### config.mk
export PLATFORM = sky130hd
export DESIGN_NAME = y86_sequencer
export DESIGN_NICKNAME = d
export VERILOG_FILES = /design/src/rtl/y86_sequencer.sv
export SDC_FILE = /design/constraint.sdc
export NUM_CORES = 1
export LEC_CHECK = 0
export BUFFER_PORTS_ARGS = -buffer_cell sky130_fd_sc_hd__buf_2
export CAP_MARGIN = 15
export CORE_ASPECT_RATIO = 0.7
export CORE_MARGIN = 5
export CORE_UTILIZATION = 56
export DETAILED_ROUTE_END_ITERATION = 7
export GPL_TIMING_DRIVEN = 0
export PLACE_DENSITY = 0.95
export RECOVER_POWER = 25
export SYNTH_ARGS = -nofsm -noshare
export SYNTH_HDL_FRONTEND = slang
export SYNTH_SLANG_ARGS = --single-unit
export TNS_END_PERCENT = 5
### constraint.sdc
create_clock -name clk -period 4 [get_ports clk]
set_input_delay 0.4 -clock clk [delete_from_list [all_inputs] [get_ports clk]]
set_output_delay 0.4 -clock clk [all_outputs]
set_load 0.03 [all_outputs]
### src/rtl/y86_sequencer.sv
// Multi-cycle fetch/decode sequencer for a Y86 subset (HALT, NOP, RRMOVL, IRMOVL, OPL), one instruction byte per request.
// Latency is instruction bytes + 2 cycles (EXEC, WB); a missing imem_ack stalls the fetch in place.
module y86_sequencer #(
    parameter logic [31:0] RESET_PC = 32'h0000_0000
) (
    input  logic        clk,
    input  logic        reset,
    output logic        imem_req,
    output logic [31:0] imem_addr,
    input  logic        imem_ack,
    input  logic [7:0]  imem_data,
    output logic [3:0]  icode,
    output logic [3:0]  ifun,
    output logic [3:0]  rA,
    output logic [3:0]  rB,
    output logic [31:0] valC,
    output logic        exec_valid,
    output logic        reg_we,
    output logic [31:0] pc,
    output logic        halted,
    output logic        error
);

    localparam logic [2:0] S_FETCH0 = 3'd0;
    localparam logic [2:0] S_FETCH1 = 3'd1;
    localparam logic [2:0] S_FETCHC = 3'd2;
    localparam logic [2:0] S_EXEC   = 3'd3;
    localparam logic [2:0] S_WB     = 3'd4;
    localparam logic [2:0] S_HALTED = 3'd5;
    localparam logic [2:0] S_ERROR  = 3'd6;

    localparam logic [3:0] IC_HALT   = 4'h0;
    localparam logic [3:0] IC_NOP    = 4'h1;
    localparam logic [3:0] IC_RRMOVL = 4'h2;
    localparam logic [3:0] IC_IRMOVL = 4'h3;
    localparam logic [3:0] IC_OPL    = 4'h6;

    logic [2:0]  state_q, state_d;
    logic [31:0] pc_q, pc_d;
    logic [3:0]  icode_q, icode_d;
    logic [3:0]  ifun_q, ifun_d;
    logic [3:0]  ra_q, ra_d;
    logic [3:0]  rb_q, rb_d;
    logic [31:0] valc_q, valc_d;
    // Bytes accepted so far for the current instruction; equals its length by WB.
    logic [2:0]  cnt_q, cnt_d;

    logic fetching;
    logic accept;
    logic writes_reg;

    always_comb begin
        fetching = (state_q == S_FETCH0) || (state_q == S_FETCH1) || (state_q == S_FETCHC);
    end

    assign imem_req  = fetching && !reset;
    assign imem_addr = pc_q + {29'd0, cnt_q};
    assign accept    = imem_req && imem_ack;

    always_comb begin
        writes_reg = (icode_q == IC_RRMOVL) || (icode_q == IC_IRMOVL) || (icode_q == IC_OPL);
    end

    always_comb begin
        state_d = state_q;
        pc_d    = pc_q;
        icode_d = icode_q;
        ifun_d  = ifun_q;
        ra_d    = ra_q;
        rb_d    = rb_q;
        valc_d  = valc_q;
        cnt_d   = cnt_q;
        case (state_q)
            S_FETCH0: begin
                if (accept) begin
                    icode_d = imem_data[7:4];
                    ifun_d  = imem_data[3:0];
                    cnt_d   = 3'd1;
                    case (imem_data[7:4])
                        IC_HALT:   state_d = S_HALTED;
                        IC_NOP:    state_d = S_EXEC;
                        IC_RRMOVL,
                        IC_IRMOVL,
                        IC_OPL:    state_d = S_FETCH1;
                        default:   state_d = S_ERROR;
                    endcase
                end
            end
            S_FETCH1: begin
                if (accept) begin
                    ra_d    = imem_data[7:4];
                    rb_d    = imem_data[3:0];
                    cnt_d   = 3'd2;
                    state_d = (icode_q == IC_IRMOVL) ? S_FETCHC : S_EXEC;
                end
            end
            S_FETCHC: begin
                if (accept) begin
                    cnt_d = cnt_q + 3'd1;
                    // Immediate arrives least-significant byte first.
                    case (cnt_q)
                        3'd2:    valc_d[7:0]   = imem_data;
                        3'd3:    valc_d[15:8]  = imem_data;
                        3'd4:    valc_d[23:16] = imem_data;
                        default: valc_d[31:24] = imem_data;
                    endcase
                    if (cnt_q == 3'd5) begin
                        state_d = S_EXEC;
                    end
                end
            end
            S_EXEC: begin
                state_d = S_WB;
            end
            S_WB: begin
                pc_d    = pc_q + {29'd0, cnt_q};
                ra_d    = 4'h0;
                rb_d    = 4'h0;
                valc_d  = 32'h0;
                cnt_d   = 3'd0;
                state_d = S_FETCH0;
            end
            S_HALTED: begin
                state_d = S_HALTED;
            end
            S_ERROR: begin
                state_d = S_ERROR;
            end
            default: begin
                state_d = S_ERROR;
            end
        endcase
    end

    always_ff @(posedge clk or posedge reset) begin
        if (reset) begin
            state_q <= S_FETCH0;
            pc_q    <= RESET_PC;
            icode_q <= 4'h0;
            ifun_q  <= 4'h0;
            ra_q    <= 4'h0;
            rb_q    <= 4'h0;
            valc_q  <= 32'h0;
            cnt_q   <= 3'd0;
        end else begin
            state_q <= state_d;
            pc_q    <= pc_d;
            icode_q <= icode_d;
            ifun_q  <= ifun_d;
            ra_q    <= ra_d;
            rb_q    <= rb_d;
            valc_q  <= valc_d;
            cnt_q   <= cnt_d;
        end
    end

    assign icode      = icode_q;
    assign ifun       = ifun_q;
    assign rA         = ra_q;
    assign rB         = rb_q;
    assign valC       = valc_q;
    assign pc         = pc_q;
    assign exec_valid = (state_q == S_EXEC);
    assign reg_we     = (state_q == S_WB) && writes_reg;
    assign halted     = (state_q == S_HALTED);
    assign error      = (state_q == S_ERROR);

endmodule

==> impl_metrics.yaml <==
synthesis:
  postSynth.asyncResetShare_pct: 100
  post_synth_inst_count: 436
  yosys_register_bits: 86
  seq_area_frac_synth_pct: 48.2
  synthesis.area_um2: 4470
  syn_nets: 456
  synth.avg_cell_area_um2: 10.2
  synth-edff-count: 0
  ys_warn_count: 0
  synth.distinct_cells: 51
  synth_ff_type: "sky130_fd_sc_hd__dfrtp_1"
clock_network:
  cts_htree_levels: 3
  clkTransAtPathRegs_ns: 0.07
  cts.sinks: 86
  cts_tree: "done"
  post-cts-setup-buffers: 0
  ctsResizeCount: 0
  cts_made_buffers: 9
  clk-insertion-delay-late_ns: 0.34
  clockBufferDepth: 2
  cts_root_buffer: "sky130_fd_sc_hd__clkbuf_16"
  cts_hold_repair.buffers: 0
cells_and_area:
  finalNetCount: 591
  layout.cells.most_common: "sky130_fd_sc_hd__buf_2"
  mostFrequentLayoutCells: "sky130_fd_sc_hd__buf_2, sky130_fd_sc_hd__dfrtp_1, sky130_fd_sc_hd__nand2_1"
  post_route_cells_drive_above_1_share_pct: 28.5
  multi_input_comb_area_um2: 2170
  fillerInstances: 552
  layout.area.seq_um2: 2150
  post_layout_nonfiller_instances: 677
  area_delta_synth_final_pct: 24.3
  antenna-diode-count: 0
floorplanning:
  dieArea_um2: 9890
  initial_core_util_pct: 57.3
  core.rowCount: 27
  die_height_um: 84.7
  num_io_pins: 128
  die_width_um: 117
  core_area_um2: 7800
sta:
  max_freq_mhz: 303
  clock_skew_ns: 0.00819
  grt_setup_unrepaired: "false"
  final-hold-violation-count: 0
  slew_at_the_pin_with_the_worst_max_slew_slack_ns: 1.81
  finalSetupTns_ns: 0
  report.final.slew_viol_count: 76
  final-setup-viol-count: 0
  timing.final.crit_share_pct: 82.5
  final_worst_path_period_need_ns: 3.30
  max-slew-margin-rel_pct: -20.9
run_status:
  failing_checks: "capacitance limit, slew limit"
  status: "finished, violations left"
drt:
  final_routed_wirelength_across_all_metal_layers_mm: 13.1
  postRouteAntennaNets: 0
  route.detailed.drc: 0
  initialDrtViolationCount: 325
  vias_per_cell: 6.08
  drt_pre_antenna_iters: 8
  avgRoutedWirePerCell_um: 19.3
  dr_total_vias: 4115
critical_path:
  reg2reg_from: "cnt_q[2]"
  startpoint: "cnt_q[0]"
  critPathMaxFanout: 8
  critPathCapture: "imem_addr[26]"
  criticalPathCategory: "reg -> out"
  r2r_end: "pc[31]"
  critical_path_arrival_ns: 2.90
  worstPathRequired_ns: 3.60
  r2r_cells: 6
  end_kind: "output pin"
  cp-start-kind: "flop"
  r2r_slack_ns: 1.57
global_routing:
  antenna_violations_before_repair: 0
  grt_overflow_total: 0
  grt_pass1_wl_mm: 21.0
  first_global_vias: 4084
  global_route.usage.total_pct: 26.9
  grt_start_max_net_pins: 76
placed_design:
  detailed_place_hpwl_mm: 9.40
  place_congestion: 0.906
  buffer_ports.inserted: 123
  dpl.cell_count: 661
hold_path:
  hold_class: "in -> async"
power:
  total_leakage_power_nw: 2.78
  power_density_nw_per_um2: 657
  vdd_drop_max_uv: 574
run:
  number_of_max_cap_violations: 1
==> how the worst min path moves through the flow <==
stage / depth (start not counted) / slack (ns) / to
2_1_floorplan: 2 / 0.53 / valC[10]
3_3_place_gp: 1 / 0.48 / valC[29]
3_5_place_dp: 2 / 0.38 / valC[11]
4_1_cts: 2 / 0.02 / valC[11]
5_1_grt: 2 / 0.23 / valC[11]
6_report: 2 / 0.19 / valC[11]
==> where the power goes <==
part	internal [mW]	switching, mW	leakage [nW]
Sequential	1.09	0.170	1.14
Clock	0.566	0.376	0.167
Combinational	0.452	0.997	1.47
==> cell families (layout without fill, tap and decap cells) <==
| family | after synthesis | count (layout) | share of synthesized area, % |
|---|---|---|---|
| xor+xnor | 59 | 59 | 11.6 |
| buf+inv | 34 | 174 | 3.33 |
| fa+ha+maj | 10 | 10 | 2.91 |
| compound gates | 77 | 77 | 12.1 |
| simple gates | 162 | 162 | 19.9 |
| flops | 86 | 86 | 48.2 |
| mux | 8 | 8 | 2.02 |
==> area by class of cell <==
cell class,instances,area share (%)
multi-input combinational,316,39.0
sequential,86,38.7
timing repair buffer,124,11.2
clock buffer,9,4.05
buffer,28,2.28
tap,101,2.28
clock inverter,7,2.05
inverter,6,0.428
==> registers in the layout, indices dropped and copies added (netlist names) <==
signal	cells
icode	4
cnt_q	3
valC	32
rA	4
state_q	3
ifun	4
rB	4
pc	32
==> synthesized netlist by cell type, types with 2 or more instances <==
master,number,area share (%)
sky130_fd_sc_hd__ha_1,8,2.2
sky130_fd_sc_hd__a21o_1,6,1.0
sky130_fd_sc_hd__nand3_1,29,3.2
sky130_fd_sc_hd__nor3_1,9,1.0
sky130_fd_sc_hd__inv_1,6,0.50
sky130_fd_sc_hd__and3_1,2,0.28
sky130_fd_sc_hd__o31ai_1,8,1.3
sky130_fd_sc_hd__nand2b_1,2,0.28
sky130_fd_sc_hd__a22o_1,25,4.9
sky130_fd_sc_hd__and4_1,4,0.78
sky130_fd_sc_hd__o21ai_0,15,1.7
sky130_fd_sc_hd__clkbuf_1,21,1.8
sky130_fd_sc_hd__buf_6,2,0.50
sky130_fd_sc_hd__and2_1,6,0.84
sky130_fd_sc_hd__nor4b_1,2,0.39
sky130_fd_sc_hd__mux2_2,8,2.0
sky130_fd_sc_hd__nor4_1,5,0.70
sky130_fd_sc_hd__nor2_1,14,1.2
sky130_fd_sc_hd__nor2b_1,2,0.28
sky130_fd_sc_hd__xor2_1,10,2.0
sky130_fd_sc_hd__xnor2_1,49,9.6
sky130_fd_sc_hd__nor3b_1,2,0.34
sky130_fd_sc_hd__a21oi_1,14,1.6
sky130_fd_sc_hd__buf_2,4,0.45
sky130_fd_sc_hd__nand2_1,51,4.3
sky130_fd_sc_hd__o211ai_1,2,0.34
sky130_fd_sc_hd__dfrtp_1,86,48
sky130_fd_sc_hd__nand4_1,21,2.9
==> per-stage QoR <==
| stage | hold WS, ns | utilization [%] | cell area (µm²) | total power [mW] | setup WS [ns] |
|---|---|---|---|---|---|
| after floorplan | 0.534 | - | 4470 | 2.25 | 1.01 |
| after global placement | 0.479 | 66.8 | 5210 | 2.63 | 0.206 |
| after detailed placement | 0.377 | 67.1 | 5240 | 2.69 | 1.19 |
| after CTS | 0.0219 | 71.5 | 5580 | 3.65 | 0.772 |
| after global routing | 0.228 | 71.2 | 5550 | 3.81 | 0.561 |
| final | 0.185 | 71.2 | 5550 | 3.65 | 0.698 |
==> metal layers <==
layer / GRT usage (%) / wire length [µm] / part of all wire, % / vias to the layer above
met5: 0 / 0 / 0 / -
met1: 37.8 / 5430 / 41 / 2000
met2: 41.2 / 6190 / 47 / 253
met3: 5.84 / 1150 / 8.8 / 34
li1: - / - / - / 1828
met4: 9.38 / 328 / 2.5 / 0
==> critical path, stage by stage (launching register included) <==
cell and delay (ns):
sky130_fd_sc_hd__dfrtp_1 0.44, sky130_fd_sc_hd__ha_1 0.26, sky130_fd_sc_hd__fa_1 0.45, sky130_fd_sc_hd__a21oi_1 0.61
sky130_fd_sc_hd__nor3b_2 0.24, sky130_fd_sc_hd__nand3_1 0.18, sky130_fd_sc_hd__xnor2_1 0.15, sky130_fd_sc_hd__buf_2 0.23
No activity file was read; power rests on OpenSTA's default activity.
